--- src/rtl/sram64kb_pkg.sv ---
// Shared constants, state encoding and request payload for the 64 KB banked SRAM controller.
package sram64kb_pkg;

    localparam int unsigned NUM_BANKS  = 64;
    localparam int unsigned BANK_AW    = 10;
    localparam int unsigned BANK_SEL_W = 6;
    localparam int unsigned DATA_W     = 8;
    localparam int unsigned ADDR_W     = BANK_SEL_W + BANK_AW;
    localparam int unsigned WAIT_W     = 4;

    localparam logic [NUM_BANKS-1:0] BANK_DESELECT = '1;

    typedef enum logic [2:0] {
        ST_IDLE,
        ST_SETUP,
        ST_STROBE,
        ST_WAIT,
        ST_RESP
    } state_t;

    typedef struct packed {
        logic                  write;
        logic [BANK_SEL_W-1:0] bank;
        logic [BANK_AW-1:0]    row;
        logic [DATA_W-1:0]     wdata;
    } req_t;

endpackage

--- src/rtl/sram_bank_dec.sv ---
// Bank number to active-low one-hot select; all ones when disabled.
module sram_bank_dec
    import sram64kb_pkg::*;
(
    input  logic [BANK_SEL_W-1:0] bank,
    input  logic                  en,
    output logic [NUM_BANKS-1:0]  sel_n_c
);

    always_comb begin
        sel_n_c = BANK_DESELECT;
        if (en) begin
            sel_n_c[bank] = 1'b0;
        end
    end

endmodule

--- src/rtl/sram64kb_ctrl.sv ---
// Request-side controller for the 64-bank SRAM array: one byte access at a time,
// setup / strobe / wait / respond sequencing with registered macro controls.
module sram64kb_ctrl
    import sram64kb_pkg::*;
#(
    parameter int unsigned ACCESS_WAIT = 1
) (
    input  logic                  CLK,
    input  logic                  RST,
    input  logic                  REQ_VALID,
    output logic                  REQ_READY,
    input  logic                  REQ_WRITE,
    input  logic [ADDR_W-1:0]     REQ_ADDR,
    input  logic [DATA_W-1:0]     REQ_WDATA,
    output logic                  RSP_VALID,
    output logic [DATA_W-1:0]     RSP_RDATA,
    output logic [BANK_AW-1:0]    MEM_ADDR,
    output logic                  MEM_CE,
    output logic                  MEM_WEB,
    output logic [NUM_BANKS-1:0]  MEM_OEB,
    output logic [NUM_BANKS-1:0]  MEM_CSB,
    output logic [DATA_W-1:0]     MEM_IDATA,
    output logic [BANK_SEL_W-1:0] MEM_ODATA_SELECT,
    input  logic [DATA_W-1:0]     MEM_ODATA
);

    state_t                state_q, state_d;
    logic [WAIT_W-1:0]     cnt_q, cnt_d;
    logic                  wr_q, wr_d;
    req_t                  req_c;
    logic                  hs_c;
    logic [NUM_BANKS-1:0]  csb_dec_c, oeb_dec_c;

    logic                  rsp_valid_d;
    logic [DATA_W-1:0]     rsp_rdata_d;
    logic [BANK_AW-1:0]    mem_addr_d;
    logic                  mem_ce_d;
    logic                  mem_web_d;
    logic [NUM_BANKS-1:0]  mem_oeb_d;
    logic [NUM_BANKS-1:0]  mem_csb_d;
    logic [DATA_W-1:0]     mem_idata_d;
    logic [BANK_SEL_W-1:0] mem_sel_d;

    assign REQ_READY = (state_q == ST_IDLE) & ~RST;
    assign hs_c      = REQ_VALID & REQ_READY;

    assign req_c.write = REQ_WRITE;
    assign req_c.bank  = REQ_ADDR[ADDR_W-1:BANK_AW];
    assign req_c.row   = REQ_ADDR[BANK_AW-1:0];
    assign req_c.wdata = REQ_WDATA;

    // Selects are decoded from the incoming request so they are live in SETUP.
    sram_bank_dec u_csb_dec (
        .bank    (req_c.bank),
        .en      (hs_c),
        .sel_n_c (csb_dec_c)
    );

    sram_bank_dec u_oeb_dec (
        .bank    (req_c.bank),
        .en      (hs_c & ~req_c.write),
        .sel_n_c (oeb_dec_c)
    );

    always_ff @(posedge CLK) begin
        if (RST) begin
            state_q          <= ST_IDLE;
            cnt_q            <= '0;
            wr_q             <= 1'b0;
            RSP_VALID        <= 1'b0;
            RSP_RDATA        <= '0;
            MEM_ADDR         <= '0;
            MEM_CE           <= 1'b0;
            MEM_WEB          <= 1'b1;
            MEM_OEB          <= BANK_DESELECT;
            MEM_CSB          <= BANK_DESELECT;
            MEM_IDATA        <= '0;
            MEM_ODATA_SELECT <= '0;
        end else begin
            state_q          <= state_d;
            cnt_q            <= cnt_d;
            wr_q             <= wr_d;
            RSP_VALID        <= rsp_valid_d;
            RSP_RDATA        <= rsp_rdata_d;
            MEM_ADDR         <= mem_addr_d;
            MEM_CE           <= mem_ce_d;
            MEM_WEB          <= mem_web_d;
            MEM_OEB          <= mem_oeb_d;
            MEM_CSB          <= mem_csb_d;
            MEM_IDATA        <= mem_idata_d;
            MEM_ODATA_SELECT <= mem_sel_d;
        end
    end

    // Next state and next registered outputs; outputs reflect the state being entered.
    always_comb begin
        state_d     = state_q;
        cnt_d       = cnt_q;
        wr_d        = wr_q;
        rsp_valid_d = 1'b0;
        rsp_rdata_d = RSP_RDATA;
        mem_addr_d  = MEM_ADDR;
        mem_ce_d    = 1'b0;
        mem_web_d   = MEM_WEB;
        mem_oeb_d   = MEM_OEB;
        mem_csb_d   = MEM_CSB;
        mem_idata_d = MEM_IDATA;
        mem_sel_d   = MEM_ODATA_SELECT;

        unique case (state_q)
            ST_IDLE: begin
                if (hs_c) begin
                    state_d    = ST_SETUP;
                    wr_d       = req_c.write;
                    mem_addr_d = req_c.row;
                    mem_sel_d  = req_c.bank;
                    mem_csb_d  = csb_dec_c;
                    mem_oeb_d  = oeb_dec_c;
                    mem_web_d  = ~req_c.write;
                    if (req_c.write) begin
                        mem_idata_d = req_c.wdata;
                    end
                end
            end
            ST_SETUP: begin
                state_d  = ST_STROBE;
                mem_ce_d = 1'b1;
            end
            ST_STROBE: begin
                state_d   = ST_WAIT;
                cnt_d     = WAIT_W'(ACCESS_WAIT - 1);
                mem_web_d = 1'b1;
            end
            ST_WAIT: begin
                if (cnt_q == '0) begin
                    state_d     = ST_RESP;
                    rsp_valid_d = 1'b1;
                    mem_csb_d   = BANK_DESELECT;
                    mem_oeb_d   = BANK_DESELECT;
                    if (!wr_q) begin
                        rsp_rdata_d = MEM_ODATA;
                    end
                end else begin
                    cnt_d = cnt_q - WAIT_W'(1);
                end
            end
            ST_RESP: begin
                state_d = ST_IDLE;
            end
            default: begin
                state_d = ST_IDLE;
            end
        endcase
    end

endmodule

--- config.mk ---
export PLATFORM = sky130hd
export DESIGN_NAME = sram64kb_ctrl
export DESIGN_NICKNAME = d
export VERILOG_FILES = /design/src/rtl/sram64kb_pkg.sv /design/src/rtl/sram_bank_dec.sv /design/src/rtl/sram64kb_ctrl.sv
export SDC_FILE = /design/constraint.sdc
export NUM_CORES = 1
export LEC_CHECK = 0
export CAP_MARGIN = 10
export CORE_UTILIZATION = 45
export CTS_CLUSTER_DIAMETER = 120
export DETAILED_ROUTE_END_ITERATION = 8
export PLACE_DENSITY_LB_ADDON = 0.25
export SYNTH_ARGS = -nofsm -noshare
export SYNTH_HDL_FRONTEND = slang
export SYNTH_SLANG_ARGS = --single-unit
--- constraint.sdc ---
create_clock -name CLK -period 2.2 [get_ports CLK]
set_input_delay 0.33 -clock CLK [delete_from_list [all_inputs] [get_ports CLK]]
set_output_delay 0.33 -clock CLK [all_outputs]
set_load 0.005 [all_outputs]
==> impl_metrics.ini, run 1 <==
[outcome]
outcome = finished clean

[global_routing]
antenna_found_initial = 0
grt_pass1_vias = 5335
grt_pass1_wl_microns = 27600
grt_max_degree = 67
grt.overflow.total = 0
track_usage = 0.2454

[drt]
wl_microns = 17300
drc = 0
drtAntennaViolNets = 0
vias = 5555
post_drt_via_cell_ratio = 5.158
first_iter_violations = 424
wire_per_inst_microns = 16.06
drt_pre_antenna_iters = 5

[clock_network]
cts_tree = yes
clk_latency_ps = 420
path_clk_slew_ps = 60
clock_path_buffers = 2
cts_buffers = 17
cts_max_level = 4
postCtsHoldBufs = 0
clock_sinks = 171
clockRootBuffer = clkbuf_16

[yosys]
yosys.area_share.adder = 0.003956
synth_area_leaders = dfxtp_1, nor2_1, o21bai_1
yosys_warnings = 0
ys_seq_area_frac = 0.5412
synth-compound-area-share = 0.1373
yosys.area_share.simple = 0.2451
yosysTopAreaCell = dfxtp_1
synth_cell_types = 37
synth_xor_area_frac = 0.002770
avgSynthCellArea_sq_um = 9.074
synth_edf_count = 0
synth_seq_cells = 171
ys_async_sr_fraction = 0
synth_top_family_by_area = simple AND/OR/NAND/NOR gates
yosys-mux-area-fraction = 0.02690
yosys.area.top_type_share = 0.5412
syn-num-nets = 735
ys.flop_type = dfxtp_1
synthesis.area_sq_mm = 0.006325
synthCells = 697

[timing]
fin_hold_ws_ps = 444.3
rsz0062_at_grt = no
finalMaxSlewViolations = 0
period_needed_ps = 2056
fmax_mhz = 486.3
setup-violations-final = 0
finalCritPeriodShare = 0.9348
relSlewSlack = 0.6061
tightestPinTransition_ps = 589.5
hold_viol_final = 0
fin_skew_ps = 6.277

[final_layout]
areaGrowthSynthToFinish_pct = 45.28
antennaDiodeCount = 0
fin_area_sq_mm = 0.009189
fin_nets = 927
layout_common_cells = clkdlybuf4s50_1, dfxtp_1, nor2_1
layout_commonest_cell = clkdlybuf4s50_1
drive_gt1_frac = 0.09323
fin_util = 0.6830

[floorplanning]
initial_utilization = 0.4701
ios = 200
core_area_sq_mm = 0.01345
die-height_microns = 120.6
rows = 42
dieWidth_microns = 120.6
die_area_sq_mm = 0.01453

[power]
p_per_area_mw_per_mm2 = 780.5
p_leak_nw = 3.738
ir_worst_vdd_uv = 481.2

[job]
maxCapViolCount = 0

[placed_design]
post_dp_cell_area_sq_mm = 0.008532
dp_hpwl_microns = 12080
gp_congestion = 0.8011
port_buffers = 199

[critical_path]
cp_max_fo = 21
crit_required_ps = 2490
worstSetupStartpointType = flip-flop
arrival_ps = 2340
critPathKind = flip-flop to flip-flop
end_kind = flip-flop

[hold_path]
holdCritPathClass = primary input to flip-flop
[synthesized netlist by cell type, drive strengths merged (6+ instances only)]
library cell,count
dfxtp,171
nor2,171
o21bai,65
o21ai,64
nor3,54
nand2,37
buf,29
nand3b,24
clkbuf,23
mux2i,17
nand3,7
nand2b,6
[stage by stage]
step	worst slack [ps]	TNS (ps)	instances	power, mW
after floorplan	296.0	0	697	3.672
after global placement	-5.085	-5.139	1045	3.951
after detailed placement	-62.43	-357.9	1045	3.970
after CTS	139.9	0	1077	7.215
after global routing	15.78	0	1077	7.424
final	143.5	0	1077	7.172
[routing by layer]
layer / vias to the layer above / share of wire / track usage
li1: 2724 / - / -
met1: 2598 / 0.42 / 0.3047
met2: 220 / 0.49 / 0.4030
met3: 13 / 0.080 / 0.07689
met4: 0 / 0.013 / 0.08102
met5: - / 0 / 0
[power breakdown]
part / total (mW) / switching (mW) / internal [mW]
registers: 3.20 / 0.0457 / 3.16
logic: 0.707 / 0.392 / 0.315
clock network: 3.26 / 1.19 / 2.07
[state kept, by name, indices dropped and copies added (netlist names)]
signal / flops
MEM_CSB: 64
MEM_OEB: 64
MEM_ADDR: 10
MEM_IDATA: 8
RSP_RDATA: 8
MEM_ODATA_SELECT: 6
cnt_q: 4
state_q: 3
MEM_CE: 1
MEM_WEB: 1
RSP_VALID: 1
wr_q: 1
[area by class of cell]
type                            count  area, sq um
Clock buffer                       20        456.7
Tap cell                          176        220.2
Inverter                            3        11.26
Multi-Input combinational cell    471         2650
Fill cell                        1072         4264
Timing Repair Buffer              225         2235
Sequential cell                   171         3423
Clock inverter                     11        192.7
[worst max-delay path, cell delays in order, from the launching register on]
cell	delay, ps
dfxtp_1	330
inv_1	100
ha_1	160
or3b_1	390
o2bb2a_4	320
buf_12	200
nor3_1	280
o21ai_0	140
[timing repair]
| item | CTS | global route |
|---|---|---|
| buffers inserted | 1 | 0 |
| endpoints found under the hold margin | 0 | 0 |
| endpoints found under the setup margin | 1 | 0 |
| gates resized for setup | 0 | 0 |
[logic make-up after synthesis]
logic type	Yosys count
and+or+nand+nor	314
DFF	171
AOI/OAI and AO/OA	136
buffers and inverters	55
muxes	17
xor gates and xnor gates	2
adders and majority gates	2
[final timing paths]
| kind | startpoint | endpoint | slack (ps) | cells after the start |
|---|---|---|---|---|
| setup / recovery | cnt_q[0] | MEM_OEB[46] | 140 | 7 |
| hold / removal | REQ_ADDR[8] | MEM_ADDR[8] | 440 | 3 |
| setup reg to reg | cnt_q[0] | MEM_OEB[46] | 140 | 7 |
| hold reg to reg | MEM_ODATA_SELECT[5] | MEM_ODATA_SELECT[5] | 480 | 2 |
Power figures use the tool's default switching activity.
==> run 2: changes to the inputs <==
CORE_UTILIZATION = 40   (was 45)
PLACE_DENSITY = 0.71   (was default)
PLACE_DENSITY_LB_ADDON = default   (was 0.25)
==> run 2 against run 1 <==
Net effect: die area grew 12%; critical path depth is 4 lower; final cell count is 4.1% higher; worst setup slack worse by 51 ps; sequential power is essentially flat; global-route usage decreased by 2.8 points; cell area is 0.86% higher.
==> impl_metrics.ini, run 2 (synthesized netlist as in run 1, its figures left out) <==
[hold_path]
holdPathEnd = MEM_OEB[20]
whs_path_depth = 4
holdCritPathClass = primary input to flip-flop
holdCritStartpoint = RST

[critical_path]
worstSetupStartpointType = flip-flop
worstRegToRegCells = 6
r2r_end = MEM_OEB[29]
critPathKind = flip-flop to output port
startpoint = state_q[2]
arrival_ps = 1780
cp_max_fo = 6
end_kind = output port
r2r-start = cnt_q[0]
crit_required_ps = 1870
reg2reg_slack_ps = 140

[floorplanning]
rows = 45
ios = 200
die-height_microns = 127.7
die_area_sq_mm = 0.01632
core_area_sq_mm = 0.01531
initial_utilization = 0.4130
dieWidth_microns = 127.7

[placed_design]
gp_congestion = 0.8101
port_buffers = 199
dp_hpwl_microns = 11920
post_dp_cell_area_sq_mm = 0.008663

[timing]
tns_ps = 0
rsz0062_at_grt = yes
hold_viol_final = 0
fin_skew_ps = 11.20
fmax_mhz = 474.5
relSlewSlack = 0.3315
finalMaxSlewViolations = 0
finalCritPeriodShare = 0.9580
fin_hold_ws_ps = 409.1
setup-violations-final = 0
period_needed_ps = 2108
tightestPinTransition_ps = 1003

[power]
p_seq_frac = 0.461
p_int_mw = 5.335
swShare = 0.2325
ir_worst_vdd_uv = 522.2
p_switching_mw = 1.616
p_total_mw = 6.951
p_per_area_mw_per_mm2 = 750.0
p_comb_frac = 0.106
power_frac_clock = 0.433
p_leak_nw = 3.761

[global_routing]
track_usage = 0.2173
antenna_found_initial = 0
grt.overflow.total = 0
grt_pass1_vias = 5290
grt_pass1_wl_microns = 27740
grt_max_degree = 106

[final_layout]
fin_util = 0.6051
largest_registers = MEM_CSB x64, MEM_OEB x64, MEM_ADDR x10
layout_commonest_cell = clkdlybuf4s50_1
drive_gt1_frac = 0.1022
layout_common_cells = clkdlybuf4s50_1, nor2_1, dfxtp_1
fillerInstances = 1361
fin_area_sq_mm = 0.009268
antennaDiodeCount = 0
areaGrowthSynthToFinish_pct = 46.53
fin_nets = 937

[drt]
vias = 5492
first_iter_violations = 332
wl_microns = 17390
drc = 0
drtAntennaViolNets = 0
drt_pre_antenna_iters = 4
wire_per_inst_microns = 15.52
post_drt_via_cell_ratio = 4.899

[job]
maxCapViolCount = 0

[clock_network]
path_clk_slew_ps = 60
cts_max_level = 4
clock_sinks = 171
cts_tree = yes
clock_path_buffers = 2
clockRootBuffer = clkbuf_16
cts_buffers = 17
clk_latency_ps = 420

[outcome]
outcome = finished clean
==> run 2: power by group through the flow <==
stage          Combinational, mW  Clock, mW  Sequential, mW
2_1_floorplan              0.411          0            3.26
3_3_place_gp               0.733          0            3.27
3_5_place_dp               0.734          0            3.27
4_1_cts                    0.741       3.06            3.20
5_1_grt                    0.797       3.22            3.21
6_report                   0.737       3.01            3.20
==> run 2: area by class of cell <==
type | instances | area [sq um] | share of cell area
timing repair buffer | 235 | 2322 | 0.2506
sequential | 171 | 3426 | 0.3697
multi-input combinational | 471 | 2660 | 0.2870
tap | 211 | 264.0 | 0.02849
clock buffer | 24 | 471.7 | 0.05090
clock inverter | 6 | 112.6 | 0.01215
inverter | 3 | 11.26 | 0.001215
==> run 2: what timing repair did <==
item                                    CTS  global route
hold buffers                              0             0
endpoints found under the setup margin    1             3
setup buffers                             1             0
pin swaps                                 1             1
resized for setup                         0             4
==> run 2: worst max path at each step <==
stage	slack, ps	to	depth (start not counted)
after floorplan	300	MEM_OEB[56]	9
after global placement	-1	MEM_OEB[25]	5
after detailed placement	-30	MEM_OEB[25]	5
after CTS	30	REQ_READY	3
after global routing	-0.3	MEM_OEB[25]	6
final	90	REQ_READY	3
==> run 2: metal layers <==
metal | share of wire | vias up | global-route usage
met4 | 0.0092 | 0 | 0.06021
met3 | 0.073 | 14 | 0.06511
met2 | 0.47 | 196 | 0.3517
met5 | 0 | - | 0
li1 | - | 2748 | -
met1 | 0.45 | 2534 | 0.2808
==> run 2: per-stage QoR <==
stage	instances	setup slack [ps]
floorplan	697	296.0
global placement	1090	-1.074
detailed placement	1090	-29.99
CTS	1121	26.91
global route	1121	-0.2596
finish	1121	92.49
==> run 2: worst max-delay path, cell delays in order (launching register included) <==
cell and delay (ps):
dfxtp_2 360, nor4_4 290, buf_4 190, clkdlybuf4s50_1 520
